### src/rtl/mod10_counter_arbiter.sv
// Round-robin command arbiter sharing one external mod-10 counter between NUM_REQ requesters.
// Sequences the counter's mode/load/data_in pins and returns the resulting count to the granted requester.
module mod10_counter_arbiter #(
    parameter int NUM_REQ = 4,
    parameter int STEP_W  = 8
) (
    input  logic                        clock,
    input  logic                        rst,
    input  logic [NUM_REQ-1:0]          req,
    input  logic [2*NUM_REQ-1:0]        req_op,
    input  logic [4*NUM_REQ-1:0]        req_val,
    input  logic [STEP_W*NUM_REQ-1:0]   req_steps,
    output logic [NUM_REQ-1:0]          gnt,
    output logic                        busy,
    output logic                        done,
    output logic [2:0]                  done_id,
    output logic [3:0]                  result,
    output logic                        err,
    output logic                        cnt_mode,
    output logic                        cnt_load,
    output logic [3:0]                  cnt_data_in,
    input  logic [3:0]                  cnt_data_out
);

    typedef enum logic [1:0] {IDLE = 2'd0, EXEC = 2'd1, DONE = 2'd2} state_t;

    localparam logic [1:0] OP_LOAD = 2'b00;
    localparam logic [1:0] OP_UP   = 2'b01;
    localparam logic [1:0] OP_READ = 2'b11;

    state_t              state_q;
    logic [2:0]          last_q;
    logic [2:0]          id_q;
    logic [1:0]          op_q;
    logic [3:0]          val_q;
    logic [STEP_W-1:0]   rem_q;
    logic                err_q;

    logic                found_s;
    logic [2:0]          win_s;
    logic [1:0]          op_sel_s;
    logic [3:0]          val_sel_s;
    logic [STEP_W-1:0]   steps_sel_s;

    // Rotating priority search starting at the requester after the last grant
    always_comb begin
        found_s     = 1'b0;
        win_s       = 3'd0;
        op_sel_s    = 2'b00;
        val_sel_s   = 4'd0;
        steps_sel_s = '0;
        for (int k = 1; k <= NUM_REQ; k++) begin
            for (int i = 0; i < NUM_REQ; i++) begin
                if (!found_s && req[i] && (((int'(last_q) + k) % NUM_REQ) == i)) begin
                    found_s     = 1'b1;
                    win_s       = i[2:0];
                    op_sel_s    = req_op[2*i +: 2];
                    val_sel_s   = req_val[4*i +: 4];
                    steps_sel_s = req_steps[STEP_W*i +: STEP_W];
                end else begin
                    found_s = found_s;
                end
            end
        end
    end

    // Grant is combinational in IDLE and forced low while reset is held
    always_comb begin
        gnt = '0;
        for (int i = 0; i < NUM_REQ; i++) begin
            if (rst && (state_q == IDLE) && found_s && (win_s == i[2:0])) begin
                gnt[i] = 1'b1;
            end else begin
                gnt[i] = 1'b0;
            end
        end
    end

    // Command FSM: capture payload on grant, run the counter, report once
    always_ff @(posedge clock or negedge rst) begin
        if (!rst) begin
            state_q <= IDLE;
            last_q  <= 3'(NUM_REQ - 1);
            id_q    <= 3'd0;
            op_q    <= 2'b00;
            val_q   <= 4'd0;
            rem_q   <= '0;
            err_q   <= 1'b0;
        end else begin
            case (state_q)
                IDLE: begin
                    if (found_s) begin
                        last_q <= win_s;
                        id_q   <= win_s;
                        op_q   <= op_sel_s;
                        val_q  <= val_sel_s;
                        rem_q  <= steps_sel_s;
                        err_q  <= (op_sel_s == OP_LOAD) && (val_sel_s > 4'd9);
                        if (op_sel_s == OP_LOAD) begin
                            state_q <= (val_sel_s > 4'd9) ? DONE : EXEC;
                        end else if ((op_sel_s == OP_READ) || (steps_sel_s == '0)) begin
                            state_q <= DONE;
                        end else begin
                            state_q <= EXEC;
                        end
                    end else begin
                        state_q <= IDLE;
                    end
                end
                EXEC: begin
                    if (op_q == OP_LOAD) begin
                        state_q <= DONE;
                    end else begin
                        rem_q <= rem_q - STEP_W'(1);
                        // rem_q never reaches EXEC as zero; <= guards a corrupted value
                        if (rem_q <= STEP_W'(1)) begin
                            state_q <= DONE;
                        end else begin
                            state_q <= EXEC;
                        end
                    end
                end
                DONE: begin
                    state_q <= IDLE;
                end
                default: begin
                    state_q <= IDLE;
                end
            endcase
        end
    end

    // Status and counter-pin decode from the registered state
    always_comb begin
        busy    = (state_q != IDLE);
        done    = (state_q == DONE);
        done_id = (state_q == DONE) ? id_q : 3'd0;
        err     = (state_q == DONE) && err_q;
        result  = cnt_data_out;
        if ((state_q == EXEC) && (op_q == OP_LOAD)) begin
            cnt_load    = 1'b1;
            cnt_mode    = 1'b0;
            cnt_data_in = val_q;
        end else if (state_q == EXEC) begin
            cnt_load    = 1'b0;
            cnt_mode    = (op_q == OP_UP);
            cnt_data_in = cnt_data_out;
        end else begin
            cnt_load    = 1'b1;
            cnt_mode    = 1'b0;
            cnt_data_in = cnt_data_out;
        end
    end

endmodule

### config.mk
export PLATFORM = sky130hd
export DESIGN_NAME = mod10_counter_arbiter
export DESIGN_NICKNAME = d
export VERILOG_FILES = /design/src/rtl/mod10_counter_arbiter.sv
export SDC_FILE = /design/constraint.sdc
export NUM_CORES = 1
export LEC_CHECK = 0
export BUFFER_PORTS_ARGS = -buffer_cell sky130_fd_sc_hd__buf_2
export CAP_MARGIN = 20
export CORE_MARGIN = 2
export CORE_UTILIZATION = 40
export DETAILED_ROUTE_END_ITERATION = 7
export PLACE_DENSITY = 0.61
export RECOVER_POWER = 50
export SYNTH_ARGS = -nofsm -noshare
export SYNTH_HDL_FRONTEND = slang
export SYNTH_SLANG_ARGS = --single-unit
### constraint.sdc
create_clock -name clock -period 6.1 [get_ports clock]
set_clock_uncertainty 0.2 [all_clocks]
set_input_delay 0.305 -clock clock [delete_from_list [all_inputs] [get_ports clock]]
set_output_delay 0.305 -clock clock [all_outputs]
set_load 0.1 [all_outputs]
# After elaboration in Yosys (flattened, before gate mapping)
# Index checks and enable logic that the tools add are counted.
# totals
word_cells,211
out_inout_bits,20
reg_bits,22
in_bits,66
# op_classes
n_addsub,5
magnitude_cmp,2
eq_ne,21
bitwise_logic,4
muxes,99
n_reduce_logical,73
# ops
op,count
$mux W8,18
$logic_not A32 Y1,4
$mux W4,17
$mux W3,15
$mux W2,22
$logic_and A1 B1 Y1,40
$mux W1,25
$eq A3 B3 Y1 const B,8
$eq A3 B2 Y1 const B,6
$pmux W8 S2,1
$logic_not A1 Y1,15
$le A8 B1 Y1 const B,1
$logic_not A8 Y1,1
$reduce_or A2 Y1,4
$sub A8 B1 Y8 const B,1
$logic_not A2 Y1,3
$add A2 B1 Y2 const B,2
$add A2 B2 Y2 const B,2
$and A1 B1 Y1 const A,4
$eq A2 B1 Y1 const B,2
$eq A2 B2 Y1 const B,2
$gt A4 B4 Y1 const B,1
$ne A2 B2 Y1 const B,2
$pmux W2 S2,1
6 further kinds,7

# Depth between registers and ports, before layout
# Gate-level depths: netlist of run 1.
# depth
word_depth,72
mapped_depth,12
mapped_depth_nobuf,8

# Worst setup path after synthesis of run 1
# Ideal clock, no wire load.
# synth_timing
path_type,register to output
start,reg state_q[1]
end,out gnt[0]
n_path_buf,1
t_arrival_ps,4166
required_time_ps,5595
path_slack_ps,1429
stages_incl_launch_ff,6
path_cell_list,dfrtp_1 or2_2 clkbuf_1 a21oi_1 nand2_1 nor3b_1
# synth_between
elab_chain_len,5
# synth_lines
element,line_no,text
from (decl),31,state_t state_q;
from (signal assigned),100,state_q <= (val_sel_s > 4'd9) ? DONE : EXEC;
$logic_not A2 Y1,71,if (rst && (state_q == IDLE) && found_s && (win_s == i[2:0])) begin
$logic_and A1 B1 Y1 (3 in a row),71,
$mux W1,71,
to (decl),13,"output logic [NUM_REQ-1:0] gnt,"
# Every way passes these cells.

# Worst setup path in the final report of run 1
# layout_timing
start,reg last_q[1]
end,reg state_q[0]
# layout_between
elab_chain_len,72
elab_cells_between_ends,148
# layout_lines
element,line_no,text
from (decl),32,logic [2:0] last_q;
from (signal assigned),83,last_q <= 3'(NUM_REQ - 1);
from (signal assigned),93,last_q <= win_s;
branches (longest 70 deep; another with $add A2 B1 Y2),n/a,
$mux W2 *,92,if (found_s) begin
$pmux W2 S2 *,90,case (state_q)
# Mark *: on every way between the ends.
# A chain may end at the register's enable or synchronous reset.

==> flow_summary_export.csv, run 1 <==
group,metric,value,unit
hold_path,min_path_type,"in2reg",
synth,synth_area_leaders,"dfrtp_1, nand2_1, a21oi_1, o21ai_0, o22ai_1",
cts,insertion_delay,0.26,ns
cells_and_area,syn_to_final_growth,11.5,%
detailed_routing,ant_nets,0,
cells_and_area,diodes,0,
sta,rsz0062_at_grt,"false",
detailed_routing,wl,15.2,mm
cts,cts_hold_buf,1,
placed_design,dpl.cell_count,652,
sta,fin_tns_setup,0,ns
global_route,gr-total-overflow,0,
global_route,antenna_found_initial,0,
global_route,grt_pass1_wl,23.9,mm
sta,min_period_over_period,66.8,%
global_route,grt_pass1_vias,4319,
sta,max_freq,245,MHz
floorplan,initial_core_util,41.1,%
synth,synth-compound-area-share,43.8,%
floorplan,fp-row-count,34,
synth,yosysUniqueCellTypes,78,
detailed_routing,viasPerCell,7.13,
cts,numCtsBuffers,3,
detailed_routing,drt_pass1_iterations,7,
sta,tightest_slew,1.24,ns
synth,synth_seq_cells,21,
critical_path,crit_path_end_kind,"flop",
cts,cts_tree,"done",
floorplan,die-area,0.00969,sq mm
detailed_routing,wl_per_cell,23.2,um
synth,netlist_instances,501,
floorplan,fp.dieW,98.4,um
cts,cts.clk_slew.worst_paths,0.07,ns
critical_path,worstPathArrival,4.02,ns
sta,final.min_clock_period,4.07,ns
synth,yosys-mux-area-fraction,2.46,%
placed_design,gp_congestion,0.972,
cts,cts_repair_resize_count,0,
detailed_routing,initialDrtViolationCount,602,
synth,synth_fa_ha_area_share,0.702,%
cts,cts_post_setup_buffers_inserted,0,
detailed_routing,route.detailed.drc,0,
synth,syn_nets,569,
detailed_routing,vias,4683,
cells_and_area,n_fill_cell,924,
synth,synthArstFlopShare,100,%
cells_and_area,nNetsFinal,618,
critical_path,start_kind,"flop",
status,outcome,"complete, no violations",
synth,yosysWarnings,0,
floorplan,ioPinCount,86,
floorplan,core-area,0.00868,sq mm
synth,yosysMostFrequentCell,"nand2_1",
synth,synth_edf_count,0,
cts,cts-root-buf,"clkbuf_8",
synth,ys_seq_area_share,14.8,%
sta,slew_headroom,17.5,%
synth,synth_area_per_cell,7.12,sq um
floorplan,die_height,98.4,um
global_route,track_usage,30.4,%
placed_design,io_buffers,84,
global_route,grt_max_degree,54,
synth,synth_top_family_by_area,"compound AO/OA/AOI/OAI gates",
synth,synth_simple_gate_area_share,30.0,%
synth,ys_top_cells_by_count,"nand2_1, nor2_1, a21oi_1, o21ai_0, o22ai_1",
run,cap_violations,0,
power,powerDensity,451,mW/mm^2
power,p_leak,0.00156,uW
synth,syn_area,0.00357,sq mm
cts,clock_path_buffers,2,
cells_and_area,layout-drive-gt1-share,21.1,%
critical_path,required,6.04,ns
sta,drv_slew,0,
synth,yosys.area.top_type,"dfrtp_1",
sta,hold_viol_final,0,
critical_path,worstPathMaxFanout,53,
placed_design,hpwlAfterDp,10.8,mm
cts,cts.sinks,21,
cts,cts-htree-levels,1,
power,peakVddDrop,0.224,mV
synth,synthXorXnorAreaFrac,0,%
critical_path,crit_type,"reg2reg",
synth,synth_ff_type,"dfrtp_1",
sta,setup_viol,0,
cells_and_area,layout.cells.non_filler,657,
synth,synth_top_area_share,13.3,%
placed cells by master, fill, tap and decap left out, types with 6 or more instances in the layout:
master and instances:
a211oi_1 6, inv_1 11, nand2_1 57, nand3_1 18
buf_2 74, dfrtp_1 19, a22o_1 9, nor2b_1 14
o221ai_1 7, and2_1 8, o211ai_1 12, a221oi_1 12
o22ai_1 20, a22oi_1 16, nor3_1 11, buf_4 7
and3_1 8, a31oi_1 12, a221o_1 9, a21oi_1 25
clkbuf_1 10, nor2_1 31, o22a_1 7, o21ai_0 25
a21o_1 8
stage by stage:
stage                     power, uW  utilization, %  worst slack, ns  cell area [sq um]  hold WS, ns
after floorplan                1370               -             1.43               3570       -0.191
after global placement         1660            45.2             1.71               3920        0.102
after detailed placement       1680            45.3             2.15               3930        0.108
after CTS                      1770            46.0             2.15               3990        0.279
after global routing           1930            45.8             1.76               3980        0.299
final                          1790            45.8             2.03               3980        0.283
path summary, 6_finish.rpt:
| kind | startpoint | end | slack [ns] | depth (start not counted) |
|---|---|---|---|---|
| min | req_op[5] | op_q[1]$_DFFE_PN0P_ | 0.28 | 3 |
| max in group asynchronous | rst | op_q[1]$_DFFE_PN0P_ | 4.34 | 2 |
| min reg2reg | id_q[1]$_DFFE_PN0P_ | id_q[1]$_DFFE_PN0P_ | 0.29 | 1 |
| min in group asynchronous | rst | state_q[1]$_DFF_PN0_ | 0.63 | 2 |
| max reg2reg | last_q[1]$_DFFE_PN1P_ | state_q[0]$_DFF_PN0_ | 2.03 | 8 |
| max | last_q[1]$_DFFE_PN1P_ | state_q[0]$_DFF_PN0_ | 2.03 | 8 |
flip-flops by register name (all words and copies together), names as in the netlist:
name and count:
rem_q 8, val_q 4, id_q 2, last_q 2, op_q 2, state_q 2, err_q 1
routing by layer:
metal	GRT usage, %	wire (um)
met5	0	0
met1	42.4	6150
met4	12.6	680
met2	47.0	6660
met3	4.75	1740
cells by family after synthesis:
group | Yosys count
AO/OA/AOI/OAI | 211
AND/OR/NAND/NOR | 199
buffers and inverters | 60
flip-flops | 21
multiplexers | 7
adder cells (fa/ha/maj) | 2
other | 1
power breakdown:
group / leakage (uW) / switching [uW] / internal [uW]
Combinational: 0.00129 / 891 / 465
Sequential: 0.000250 / 125 / 221
Clock: 0.0000255 / 46.5 / 45.5
Total: 0.00156 / 1060 / 731
area by class of cell:
type / instances / area (sq um) / area share [%]
multi-input combinational: 420 / 2750 / 69.2
timing repair buffer: 92 / 470 / 11.8
sequential: 21 / 528 / 13.3
tap: 108 / 135 / 3.40
inverter: 12 / 45.0 / 1.13
clock inverter: 1 / 5.00 / 0.126
clock buffer: 3 / 41.3 / 1.04
critical path, stage by stage, from the launching register on:
cell and delay [ns]:
dfstp_2 1.16, nor2b_1 0.45, a21o_1 0.36, a221oi_1 0.30
o21ai_0 0.18, a221oi_1 0.62, or3b_1 0.20, a22oi_1 0.08
a221o_1 0.38
No activity file was read; power rests on OpenSTA's default activity.
==> inputs of run 2 (changes only) <==
==> constraint.sdc (replaced) <==
create_clock -name clock -period 3.94 [get_ports clock]
set_clock_uncertainty 0.2 [all_clocks]
set_input_delay 0.197 -clock clock [delete_from_list [all_inputs] [get_ports clock]]
set_output_delay 0.197 -clock clock [all_outputs]
set_load 0.1 [all_outputs]
==> run 2 against run 1 <==
Fmax rose by 6.7%. Sequential cell count did not move. Critical endpoint unchanged. Critical path type unchanged. Clock-buffer cell count rose by 1. Largest cell class unchanged. Global-route usage barely moved. Largest power group unchanged. Combinational power rose by 60%. Register-to-register slack got worse by 1.9 ns. Final cell count rose by 3.3%. Critical path depth rose by 1. Via count rose by 2.2%. Hold slack got worse by 0.10 ns. First-iteration DRC count rose by 15%. Sequential share of layout area fell by 0.54 points.
==> flow_summary_export.csv, run 2 (synthesis gave the netlist of run 1 again) <==
group,metric,value,unit
status,outcome,"complete, no violations",
global_route,gr-total-overflow,0,
power,swShare,58.5,%
cts,cts-htree-levels,1,
cells_and_area,diodes,0,
power,peakVddDrop,0.243,mV
sta,drv_slew,0,
sta,fin_worst_hold_slack,0.181,ns
sta,fin_tns_setup,0,ns
cells_and_area,largest_reg_flops,8,
sta,max_freq,262,MHz
cells_and_area,final_common_cell,"buf_2",
critical_path,crit_type,"reg2reg",
critical_path,cp-endpoint,"state_q[0]$_DFF_PN0_",
critical_path,reg2reg_depth,9,
cts,cts.clk_slew.worst_paths,0.08,ns
cells_and_area,regMostFlops,"rem_q",
power,pwr-share-seq,18.9,%
floorplan,ioPinCount,86,
power,p_clk_share,5.1,%
critical_path,worstSetupStartpoint,"last_q[1]$_DFFE_PN1P_",
placed_design,gp_congestion,1.02,
detailed_routing,wl,15.4,mm
floorplan,fp-row-count,34,
cts,cts-root-buf,"clkbuf_8",
floorplan,die_height,98.4,um
cts,cts_tree,"done",
sta,rsz0062_at_grt,"false",
critical_path,cp_common_cell,"a221oi_1",
placed_design,hpwlAfterDp,11.3,mm
detailed_routing,viasPerCell,7.05,
detailed_routing,route.detailed.drc,0,
placed_design,io_buffers,84,
power,powerDensity,688,mW/mm^2
critical_path,crit_path_top_delay_cell,"dfstp_2",
global_route,grt_pass1_vias,4409,
critical_path,required,3.88,ns
detailed_routing,initialDrtViolationCount,690,
cells_and_area,n_fill_cell,905,
cells_and_area,reg_top3,"rem_q: 8 flops, val_q: 4 flops",
critical_path,worstPathArrival,3.76,ns
critical_path,r2r_slack,0.12,ns
floorplan,die-area,0.00969,sq mm
critical_path,critPathMaxStageDelay,1.03,ns
cells_and_area,final_cell_mix,"buf_2, nand2_1, nor2_1",
global_route,track_usage,30.4,%
sta,min_period_over_period,96.9,%
power,p_leak,0.00167,uW
power,switching_power,1670,uW
detailed_routing,wl_per_cell,22.7,um
power,p_int,1190,uW
critical_path,crit_path_end_kind,"flop",
cts,clock_path_buffers,2,
detailed_routing,drt_pass1_iterations,5,
critical_path,rr_endpoint,"state_q[0]$_DFF_PN0_",
cts,numCtsBuffers,3,
sta,setup_viol,0,
cells_and_area,area.sequential,528,sq um
detailed_routing,ant_nets,0,
global_route,grt_max_degree,45,
cts,insertion_delay,0.26,ns
global_route,grt_pass1_wl,24.1,mm
sta,tightest_slew,1.29,ns
detailed_routing,vias,4784,
sta,slew_headroom,13.7,%
cts,cts_repair_resize_count,0,
sta,final.min_clock_period,3.82,ns
floorplan,fp.dieW,98.4,um
run,cap_violations,0,
cells_and_area,syn_to_final_growth,16.2,%
floorplan,core-area,0.00868,sq mm
critical_path,path_cells,"nor4b_2, buf_4, a211o_1, a221oi_1, o21ai_0, a221oi_1, or3b_1, a22oi_1, a221o_1",
sta,hold_viol_final,0,
hold_path,min_path_type,"in2reg",
critical_path,start_kind,"flop",
critical_path,r2r-start,"last_q[1]$_DFFE_PN1P_",
cells_and_area,nNetsFinal,640,
cts,cts.sinks,21,
cells_and_area,layout-drive-gt1-share,24.2,%
critical_path,worstPathMaxFanout,41,
cells_and_area,multi_input_area,0.00276,sq mm
power,pwr-share-comb,76.0,%
global_route,antenna_found_initial,0,
floorplan,initial_core_util,41.1,%
==> run 2: worst min-delay path by stage <==
stage / from / endpoint / slack (ns) / depth (start not counted)
after floorplan: rst / err_q$_DFFE_PN0P_ / -0.30 / 0
after global placement: rst / id_q[1]$_DFFE_PN0P_ / 0.008 / 1
after detailed placement: rst / id_q[1]$_DFFE_PN0P_ / 0.01 / 1
after CTS: req_op[5] / op_q[1]$_DFFE_PN0P_ / 0.16 / 3
after global routing: req_op[5] / op_q[1]$_DFFE_PN0P_ / 0.20 / 3
final: req_op[5] / op_q[1]$_DFFE_PN0P_ / 0.18 / 3
==> run 2: power groups by stage <==
stage / logic, uW / registers, uW / clock network, uW
after floorplan: 1710 / 415 / 0
after CTS: 2130 / 534 / 147
after detailed placement: 2120 / 535 / 0
after global routing: 2340 / 560 / 149
final: 2170 / 539 / 146
after global placement: 2110 / 530 / 0
==> run 2: timing repair <==
item                       4_1_cts  5_1_grt
setup buffers                    0        0
hold endpoints to repair        19        0
hold buffers                     1        0
setup endpoints to repair        0        0
==> run 2: cell type report <==
| cell class | instances | share of cell area, % |
|---|---|---|
| multi-input cells | 420 | 66.5 |
| inverters | 12 | 1.09 |
| clock buffers | 4 | 1.09 |
| flip-flops and latches | 21 | 12.7 |
| repair buffers | 114 | 15.3 |
| well taps | 108 | 3.26 |
==> run 2: metal layers <==
metal | up-vias | GRT usage, % | wire length [um]
met5 | - | 0 | 0
met4 | 0 | 11.4 | 624
met3 | 64 | 4.18 | 1650
met2 | 343 | 48.0 | 6930
met1 | 2256 | 42.3 | 6180
li1 | 2121 | - | -
==> run 2: per-stage QoR <==
| step | instances | power [uW] | util (%) | cell area [sq um] | setup WS, ns |
|---|---|---|---|---|---|
| finish | 679 | 2850 | 47.8 | 4150 | 0.121 |
| detailed placement | 673 | 2660 | 47.2 | 4100 | 0.345 |
| global route | 679 | 3050 | 47.8 | 4150 | 0.00644 |
| floorplan | 501 | 2120 | - | 3580 | 0.0794 |
| global placement | 673 | 2640 | 47.2 | 4100 | 0.413 |
| CTS | 678 | 2810 | 47.8 | 4150 | 0.317 |
==> run 2: critical path, delay by kind of cell, from the launching register on <==
kind,cells,cell delay [ns]
buf+inv,1,0.23
simple gates,2,0.41
flops,1,1.03
compound gates,6,1.80
